**src/rtl/sonar_dist_filter.sv**
```systemverilog
// Range filter for ultrasonic distance words: window average, obstacle flag, stale watchdog.
// Obstacle and stale both fail safe so the arm controller halts on either.
module sonar_dist_filter #(
    parameter int DW          = 16,
    parameter int AVG_LOG2    = 2,
    parameter int MAX_CM      = 400,
    parameter int NEAR_CM     = 20,
    parameter int FAR_CM      = 25,
    parameter int TIMEOUT_CYC = 12_500_000
) (
    input  logic          clk,
    input  logic          rst,
    input  logic          dist_valid,
    input  logic [DW-1:0] dist_cm,
    output logic          avg_valid,
    output logic [DW-1:0] avg_cm,
    output logic          obstacle,
    output logic          stale
);

    localparam int N  = 1 << AVG_LOG2;
    localparam int SW = DW + AVG_LOG2;
    localparam int FW = AVG_LOG2 + 1;
    localparam int TW = $clog2(TIMEOUT_CYC + 1);

    typedef enum logic [1:0] {
        FILL,
        TRACK,
        STALE
    } state_t;

    state_t        state;
    state_t        state_n;
    logic [DW-1:0] win [N];
    logic [SW-1:0] sum;
    logic [SW-1:0] sum_nxt;
    logic [FW-1:0] fill;
    logic [TW-1:0] tmo;
    logic [DW-1:0] avg_nxt;
    logic          acc;
    logic          expire;
    logic          full_nxt;
    logic          obs_nxt;

    assign acc      = dist_valid && (dist_cm != '0)
                      && (int'(dist_cm) <= MAX_CM);
    assign expire   = (int'(tmo) == TIMEOUT_CYC - 1);
    assign full_nxt = (int'(fill) == N - 1);
    assign sum_nxt  = sum + SW'(dist_cm) - SW'(win[N-1]);
    assign avg_nxt  = sum_nxt[SW-1:AVG_LOG2];

    // Between the thresholds the flag keeps its previous value.
    always_comb begin
        obs_nxt = obstacle;
        if (int'(avg_nxt) <= NEAR_CM)
            obs_nxt = 1'b1;
        else if (int'(avg_nxt) >= FAR_CM)
            obs_nxt = 1'b0;
    end

    always_comb begin
        state_n = state;
        unique case (state)
            FILL: begin
                if (acc && full_nxt)
                    state_n = TRACK;
                else if (!acc && expire)
                    state_n = STALE;
            end
            TRACK: begin
                if (!acc && expire)
                    state_n = STALE;
            end
            STALE: begin
                if (acc)
                    state_n = FILL;
            end
            default: state_n = FILL;
        endcase
    end

    always_ff @(posedge clk or posedge rst) begin
        if (rst)
            state <= FILL;
        else
            state <= state_n;
    end

    always_ff @(posedge clk or posedge rst) begin
        if (rst) begin
            avg_valid <= 1'b0;
            avg_cm    <= '0;
            obstacle  <= 1'b1;
            stale     <= 1'b0;
            sum       <= '0;
            fill      <= '0;
            tmo       <= '0;
            for (int i = 0; i < N; i++)
                win[i] <= '0;
        end else begin
            avg_valid <= 1'b0;
            unique case (state)
                STALE: begin
                    tmo <= '0;
                    // Window was flushed on entry, so the sample lands alone.
                    if (acc) begin
                        win[0] <= dist_cm;
                        sum    <= SW'(dist_cm);
                        fill   <= FW'(1);
                        stale  <= 1'b0;
                    end
                end
                default: begin
                    if (acc) begin
                        tmo    <= '0;
                        sum    <= sum_nxt;
                        win[0] <= dist_cm;
                        for (int i = 1; i < N; i++)
                            win[i] <= win[i-1];
                        if (state == FILL)
                            fill <= fill + FW'(1);
                        if (state == TRACK || full_nxt) begin
                            avg_valid <= 1'b1;
                            avg_cm    <= avg_nxt;
                            obstacle  <= obs_nxt;
                        end
                    end else if (expire) begin
                        tmo      <= '0;
                        sum      <= '0;
                        fill     <= '0;
                        stale    <= 1'b1;
                        obstacle <= 1'b1;
                        for (int i = 0; i < N; i++)
                            win[i] <= '0;
                    end else begin
                        tmo <= tmo + TW'(1);
                    end
                end
            endcase
        end
    end

endmodule
```
**config.mk**
```make
export PLATFORM = sky130hd
export DESIGN_NAME = sonar_dist_filter
export DESIGN_NICKNAME = d
export VERILOG_FILES = /design/src/rtl/sonar_dist_filter.sv
export SDC_FILE = /design/constraint.sdc
export NUM_CORES = 1
export LEC_CHECK = 0
export CORE_MARGIN = 2
export CORE_UTILIZATION = 65
export CTS_CLUSTER_SIZE = 10
export DETAILED_ROUTE_END_ITERATION = 7
export PLACE_DENSITY_LB_ADDON = 0.25
export SLEW_MARGIN = 10
export SYNTH_ARGS = -nofsm -noshare
export SYNTH_HDL_FRONTEND = slang
export SYNTH_SLANG_ARGS = --single-unit
```
**constraint.sdc**
```tcl
create_clock -name clk -period 7.5 [get_ports clk]
set_input_delay 0.75 -clock clk [delete_from_list [all_inputs] [get_ports clk]]
set_output_delay 0.75 -clock clk [all_outputs]
set_load 0.01 [all_outputs]
```
==> impl_metrics.ini, run 1 <==
[hold_path]
hp-class = reg2reg

[critical_path]
path_delay_family = simple AND/OR/NAND/NOR gates
crit_path_top_delay_cell = a31oi_1
endpoint_kind = flip-flop
worst-path-max-fanout = 81
worst_r2r_startpoint = win[1]
r2r_end = obstacle
cpPeakStageDelay_ns = 0.76
rrSetupSlack_ns = 4.17
r2r_cells = 11
worstSetupEndpoint = win[42]
path_cells = clkdlybuf4s50_1 -> nor4_1 -> nand4_1 -> a31oi_1 -> nand2_1 -> nor2_4 -> buf_4 -> o21ai_0
cp-start-kind = input pin
critPathLaunch = dist_cm[11]
arrival_ns = 4.83
cp.required_ns = 7.87
critPathBufInv = 2
worstSetupPathType = in2reg
path_depth = 8

[global_route]
track_usage_pct = 29.5
grt-ovfl-total = 0
grt_pass1_vias = 5481
antenna_found_initial = 0
grt_first_pass_wirelength_um = 26400
grt_start_max_net_pins = 82

[die]
die-area_um2 = 11500
core-area_um2 = 10300
fp.dieH_um = 107
rows = 37
die-width_um = 107
io_pins = 38
start_util_pct = 66.9

[power_and_ir_drop]
ir_drop_uv = 161
power_leakage_nw = 3.80
pwr-share-comb_pct = 24.9
p_int_mw = 1.43
p_sw_share_pct = 33.2
power_frac_seq_pct = 38.3
power.density_nw_per_um2 = 271
clock_power_share_pct = 36.8
p_sw_mw = 0.709

[cells_and_area]
syn2layout_area_growth_pct = 14.2
utilization_pct = 76.4
num_antenna_cells = 0
layout_common_cells = nand2_1, dfrtp_1, inv_1
mostFrequentLayoutCell = nand2_1
drive_gt1_share_pct = 8.02
nNetsFinal = 829

[sta]
rsz0062_at_grt = false
slew_headroom_pct = 33.8
slew_violations = 0
period_share_pct = 59.5
period_needed_ns = 4.46
fin_setup_tns_ns = 0
worst_pin_slew_ns = 0.993
fin_ws_ns = 3.04
max_freq_mhz = 224
clock_skew_ns = 0.00681
finalSetupViolCount = 0
finalHoldViolCount = 0

[clocking]
clk_pin_slew_ns = 0.06
post-cts-setup-buffers = 0
clockBufferDepth = 2
ctsHtreeMaxLevel = 4
cts_hold_buf = 0
cts_resized = 0
cts_buffers = 17
cts.sinks = 130
cts_root_buf = clkbuf_8
cts_tree = yes
clk_latency_ns = 0.53

[logic_synthesis]
ys_async_sr_fraction_pct = 100
synth-seq-cells = 130
synth_area_um2 = 6910
syn_inst = 746
ys_types = 62
synth_area_leaders = dfrtp_1, nand2_1, o21ai_0
synth_ff_type = dfrtp_1
synth.avg_cell_area_um2 = 9.26
syn-num-nets = 802
synth_top_area_share_pct = 46.7
seq_area_frac_synth_pct = 47.1
synth_edf_count = 0
yosysTopAreaCell = dfrtp_1
yosysWarnings = 0

[placement]
routabilityCongestion = 0.929
hpwl_um = 10400
pre_cts_ws_ns = 2.53
port_buffers = 37

[route]
via_count = 5493
first_pass_iters = 5
wl_um = 15700
vias_per_cell = 5.96
route.detailed.drc = 0
wl_per_cell_um = 17.0
drtIter0Drc = 383
antenna_left = 0

[run]
drv_cap = 0

[run_status]
outcome = finished, final reports clean
## cells in the mapped netlist (13+ instances only)
library cell / number
ha_1: 21
clkbuf_1: 20
fa_1: 16
xor2_1: 16
dfrtp_1: 129
and3_1: 14
xnor2_1: 13
a21oi_1: 31
nor2_1: 43
nand3_1: 15
o21ai_0: 75
a22o_1: 16
nand2_1: 130
inv_1: 77
## worst min-delay path, stage by stage, from the launching register on
cell and delay [ns]:
dfrtp_1 0.34, nand2_1 0.05, o21ai_0 0.06
## kinds of logic after synthesis
family	after synthesis	share of synthesized area, %
AO/OA/AOI/OAI	171	15.3
AND/OR/NAND/NOR	257	17.1
buffers and inverters	110	6.45
multiplexers	12	1.96
flip-flops	130	47.1
adder cells (fa/ha/maj)	37	8.44
XOR/XNOR	29	3.68
## per-layer routing
layer / routed length (µm) / share of wire (%) / global-route usage, % / vias to the layer above
li1: - / - / - / 2563
met1: 6780 / 43 / 38.6 / 2699
met2: 7630 / 49 / 47.5 / 192
met3: 818 / 5.2 / 7.48 / 39
met4: 420 / 2.7 / 11.5 / 0
met5: 0 / 0 / 0 / -
## per-stage QoR
stage	hold WS, ns	instance area [µm²]	power, mW	std cells
after floorplan	0.442	6910	1.21	746
after detailed placement	0.460	7320	1.34	890
after global routing	0.496	7890	2.25	922
after global placement	0.454	7320	1.31	890
final	0.483	7890	2.14	922
after CTS	0.483	7890	2.13	922
## cell type report
cell class                      instances  area [µm²]
Clock buffer                           17         414
Clock inverter                         15         148
Fill cell                             681        2440
Inverter                               78         298
Multi-Input combinational cell        506        3210
Sequential cell                       130        3250
Tap cell                              136         170
Timing Repair Buffer                   40         393
## flip-flops by register name (all words and copies together) (netlist names)
signal	cells
win	64
tmo	24
sum	18
avg_cm	16
fill	3
state	2
avg_valid	1
obstacle	1
stale	1
## worst min-delay path by stage
stage	slack (ns)	endpoint	startpoint	depth (start not counted)
final	0.48	win[41]	win[57]	2
after global routing	0.50	avg_cm[7]	avg_cm[7]	1
after CTS	0.48	win[25]	win[41]	2
after detailed placement	0.46	win[25]	win[41]	2
after global placement	0.45	win[41]	win[57]	2
after floorplan	0.44	win[41]	win[57]	2
## power groups by stage
stage / sequential, mW / clock [mW] / combinational (mW)
floorplan: 0.815 / 0 / 0.397
global placement: 0.825 / 0 / 0.488
detailed placement: 0.828 / 0 / 0.511
CTS: 0.817 / 0.792 / 0.522
global route: 0.826 / 0.830 / 0.590
finish: 0.818 / 0.786 / 0.533
Power figures use the tool's default switching activity.
==> inputs of run 2 (changes only) <==
Settings changed: CORE_UTILIZATION 65 to 54.
Clock period 7.5 ns to 3.8 ns, I/O delays scaled along.
==> impl_metrics.ini, run 2 (synthesized netlist as in run 1, its figures left out) <==
[cells_and_area]
fill_cells = 1019
utilization_pct = 64.9
nNetsFinal = 854
reg_top3 = win x64, tmo x24, sum x18
largest_register_ffs = 64
layout_common_cells = nand2_1, dfrtp_1, inv_1
regMostFlops = win
syn2layout_area_growth_pct = 18.0
drive_gt1_share_pct = 10.7
mostFrequentLayoutCell = nand2_1
num_antenna_cells = 0

[power_and_ir_drop]
p_sw_share_pct = 31.3
power.density_nw_per_um2 = 529
power_frac_seq_pct = 37.4
pwr-share-comb_pct = 26.1
p_sw_mw = 1.35
power_leakage_nw = 3.92
ir_drop_uv = 330
p_int_mw = 2.96
clock_power_share_pct = 36.5

[clocking]
cts_buffers = 17
clk_pin_slew_ns = 0.06
post-cts-setup-buffers = 0
clk_latency_ns = 0.42
clockBufferDepth = 2
ctsHtreeMaxLevel = 4
cts_resized = 0
cts_tree = yes
cts_root_buf = clkbuf_16
cts.sinks = 130
cts_hold_buf = 0

[sta]
max_freq_mhz = 297
rsz0062_at_grt = false
clock_skew_ns = 0.00335
fin_setup_tns_ns = 0
finalHoldViolCount = 0
period_share_pct = 88.6
slew_headroom_pct = 46.4
worst_pin_slew_ns = 0.802
slew_violations = 0
finalSetupViolCount = 0
period_needed_ns = 3.37

[critical_path]
path_depth = 13
crit_path_top_delay_cell = fa_1
worstSetupEndpoint = obstacle
cp.required_ns = 4.14
r2r_end = obstacle
r2r_cells = 11
worst_r2r_startpoint = win[1]
cp_common_cell = inv_1
rrSetupSlack_ns = 0.56
arrival_ns = 3.71
critPathBufInv = 3
worstSetupPathType = in2reg
cp-start-kind = input pin
worst-path-max-fanout = 4
path_cells = clkdlybuf4s50_1 -> inv_1 -> fa_1 -> inv_1 -> ha_1 -> a21o_1 -> a41o_1 -> o211ai_1 -> a21oi_1 -> or3b_1 -> nor4_2 -> a31oi_1 -> a211oi_2
path_delay_family = compound AO/OA/AOI/OAI gates
endpoint_kind = flip-flop
critPathLaunch = dist_cm[1]
cpPeakStageDelay_ns = 0.56

[die]
die-area_um2 = 13700
fp.dieH_um = 117
core-area_um2 = 12600
start_util_pct = 54.9
rows = 41
io_pins = 38
die-width_um = 117

[route]
route.detailed.drc = 0
antenna_left = 0
first_pass_iters = 7
drtIter0Drc = 414
vias_per_cell = 5.53
wl_um = 14900
via_count = 5439
wl_per_cell_um = 15.2

[global_route]
grt-ovfl-total = 0
track_usage_pct = 23.6
grt_pass1_vias = 5173
grt_start_max_net_pins = 131
antenna_found_initial = 0
grt_first_pass_wirelength_um = 24900

[placement]
port_buffers = 37
hpwl_um = 10300
routabilityCongestion = 0.897

[run]
drv_cap = 0

[hold_path]
hp-class = in2async

[run_status]
outcome = finished, final reports clean
run 2: cell count changes in the layout (fill, tap and decap cells not counted), moves of 2 or more:
cell	before	now
buf_4	3	26
clkinv_2	1	5
inv_6	5	1
clkinv_4	4	1
clkinvlp_4	3	6
buf_12	0	2
run 2: final cells by class:
cell class,count,area [µm²],area share (%)
clock buffer,18,429,5.26
clock inverter,14,140,1.72
inverter,78,299,3.67
multi-input combinational,506,3210,39.4
sequential,130,3250,39.9
tap,172,215,2.64
timing repair buffer,65,606,7.43
run 2: worst min-delay path, cell delays in order:
cell and delay [ns]:
clkdlybuf4s50_1 0.44, clkinvlp_4 0.10, buf_12 0.46
run 2: power groups by stage:
| stage | Combinational, mW | Sequential, mW | Clock, mW |
|---|---|---|---|
| 6_report | 1.13 | 1.61 | 1.57 |
| 4_1_cts | 1.12 | 1.61 | 1.60 |
| 3_3_place_gp | 1.07 | 1.63 | 0 |
| 5_1_grt | 1.26 | 1.63 | 1.66 |
| 2_1_floorplan | 0.784 | 1.61 | 0 |
| 3_5_place_dp | 1.10 | 1.63 | 0 |
run 2: worst min path at each step:
stage               startpoint       to  slack [ns]  depth (start not counted)
floorplan              win[57]  win[41]        0.44                          2
global placement       win[57]  win[41]        0.45                          2
detailed placement     win[60]  win[44]        0.46                          2
CTS                    win[60]  win[44]        0.48                          2
global route           win[60]  win[44]        0.49                          2
finish                     rst  tmo[21]        0.47                          3
run 2: routing by layer:
layer | vias to the layer above | global-route usage (%) | share of wire [%]
li1 | 2617 | - | -
met1 | 2622 | 32.6 | 47
met2 | 155 | 35.5 | 45
met3 | 45 | 5.36 | 4.8
met4 | 0 | 11.6 | 3.1
met5 | - | 0 | 0
run 2: through the flow:
stage | area [µm²] | setup slack (ns) | total power [mW] | instances | hold slack, ns
2_1_floorplan | 6910 | 0.716 | 2.39 | 746 | 0.442
3_3_place_gp | 7580 | 0.107 | 2.70 | 951 | 0.451
3_5_place_dp | 7580 | 0.0313 | 2.74 | 951 | 0.458
4_1_cts | 8150 | 0.470 | 4.33 | 983 | 0.475
5_1_grt | 8150 | 0.267 | 4.55 | 983 | 0.494
6_report | 8150 | 0.432 | 4.31 | 983 | 0.470
==> inputs of run 3 (changes only) <==
Settings changed: CAP_MARGIN set to 20, CORE_ASPECT_RATIO set to 1.1, CORE_UTILIZATION 54 to 52.
==> impl_metrics.ini, run 3 (synthesized netlist as in run 1, its figures left out) <==
[cells_and_area]
syn2layout_area_growth_pct = 18.4
mostFrequentLayoutCell = nand2_1
nNetsFinal = 854
num_antenna_cells = 0
drive_gt1_share_pct = 10.6
utilization_pct = 62.4
final_area_um2 = 8170
fill_cells = 1091
layout_common_cells = nand2_1, dfrtp_1, inv_1
regMostFlops = win
reg_top3 = win x64, tmo x24, sum x18
largest_register_ffs = 64
instances_no_fill = 972

[critical_path]
cpPeakStageDelay_ns = 0.54
arrival_ns = 3.67
endpoint_kind = flip-flop
worst-path-max-fanout = 6
critPathBufInv = 3
path_cells = clkdlybuf4s50_1 -> inv_1 -> fa_1 -> inv_1 -> ha_1 -> and2_1 -> o21a_2 -> o21a_1 -> or4_1 -> and3_4 -> a211oi_2 -> a31oi_1 -> a211oi_2
cp-start-kind = input pin
path_delay_family = adder cells
cp.required_ns = 4.15
worstSetupPathType = in2reg
crit_path_top_delay_cell = fa_1

[clocking]
clockBufferDepth = 2
ctsHtreeMaxLevel = 4
clk_pin_slew_ns = 0.06
cts_buffers = 17
post-cts-setup-buffers = 0
cts.sinks = 130
cts_hold_buf = 0
cts_tree = yes
clk_latency_ns = 0.43
cts_resized = 0
cts_root_buf = clkbuf_16

[sta]
period_needed_ns = 3.32
slew_headroom_pct = 45.6
fin_setup_tns_ns = 0
period_share_pct = 87.4
slew_violations = 0
rsz0062_at_grt = false
clock_skew_ns = 0.00676
max_freq_mhz = 301
finalSetupViolCount = 0
finalHoldViolCount = 0
worst_pin_slew_ns = 0.816

[run]
drv_cap = 0

[power_and_ir_drop]
power_leakage_nw = 3.94
ir_drop_uv = 319
power.density_nw_per_um2 = 540

[die]
rows = 44
fp.dieH_um = 125
start_util_pct = 52.7
die-width_um = 114
io_pins = 38
core-area_um2 = 13100
die-area_um2 = 14200

[placement]
placed_area_um2 = 7570
routabilityCongestion = 0.925
hpwl_um = 10300
port_buffers = 37
placed_cells = 940

[route]
antenna_left = 0
wl_per_cell_um = 15.8
via_count = 5440
drtIter0Drc = 434
first_pass_iters = 4
route.detailed.drc = 0
wl_um = 15300
vias_per_cell = 5.60

[global_route]
grt_first_pass_wirelength_um = 26000
antenna_found_initial = 0
grt_pass1_vias = 5416
grt-ovfl-total = 0
track_usage_pct = 22.9
grt_start_max_net_pins = 131

[hold_path]
hp-class = reg2reg

[run_status]
outcome = finished, final reports clean
run 3: path summary, 6_finish.rpt:
| check | end | slack [ns] | depth (start not counted) | start |
|---|---|---|---|---|
| setup / recovery | obstacle | 0.48 | 13 | dist_cm[3] |
| hold / removal | win[42] | 0.48 | 2 | win[58] |
| setup reg to reg | obstacle | 0.62 | 11 | win[1] |
| hold reg to reg | win[42] | 0.48 | 2 | win[58] |
| max in group asynchronous | win[29] | 2.74 | 3 | rst |
| min in group asynchronous | tmo[19] | 0.51 | 3 | rst |
run 3: tightest hold or removal path, stage by stage, from the launching register on:
cell and delay [ns]:
dfrtp_1 0.33, nand2_1 0.05, o21ai_0 0.06
run 3: per-stage QoR:
step / hold slack (ns) / total power, mW / worst slack (ns)
2_1_floorplan: 0.442 / 2.39 / 0.716
3_3_place_gp: 0.453 / 2.70 / 0.0862
3_5_place_dp: 0.458 / 2.74 / 0.0514
4_1_cts: 0.476 / 4.42 / 0.485
5_1_grt: 0.493 / 4.65 / 0.314
6_report: 0.479 / 4.42 / 0.480
run 3: area by class of cell:
cell class              count  area [µm²]  area share [%]
clock inverters            12         158            1.93
repair buffers             65         606            7.41
inverters                  78         299            3.66
clock buffers              20         447            5.47
well taps                 161         201            2.46
flip-flops and latches    130        3250            39.8
multi-input cells         506        3210            39.3
run 3: power breakdown:
part / switching (mW) / internal, mW / total, mW
registers: 0.101 / 1.51 / 1.61
clock network: 0.622 / 1.05 / 1.67
logic: 0.635 / 0.495 / 1.13
total: 1.36 / 3.06 / 4.42
run 3: metal layers:
layer  up-vias  GRT usage [%]  wire, µm
li1       2614              -         -
met1      2673           31.6      7060
met2       123           35.8      7330
met3        30           4.53       614
met4         0           8.97       313
met5         -              0         0
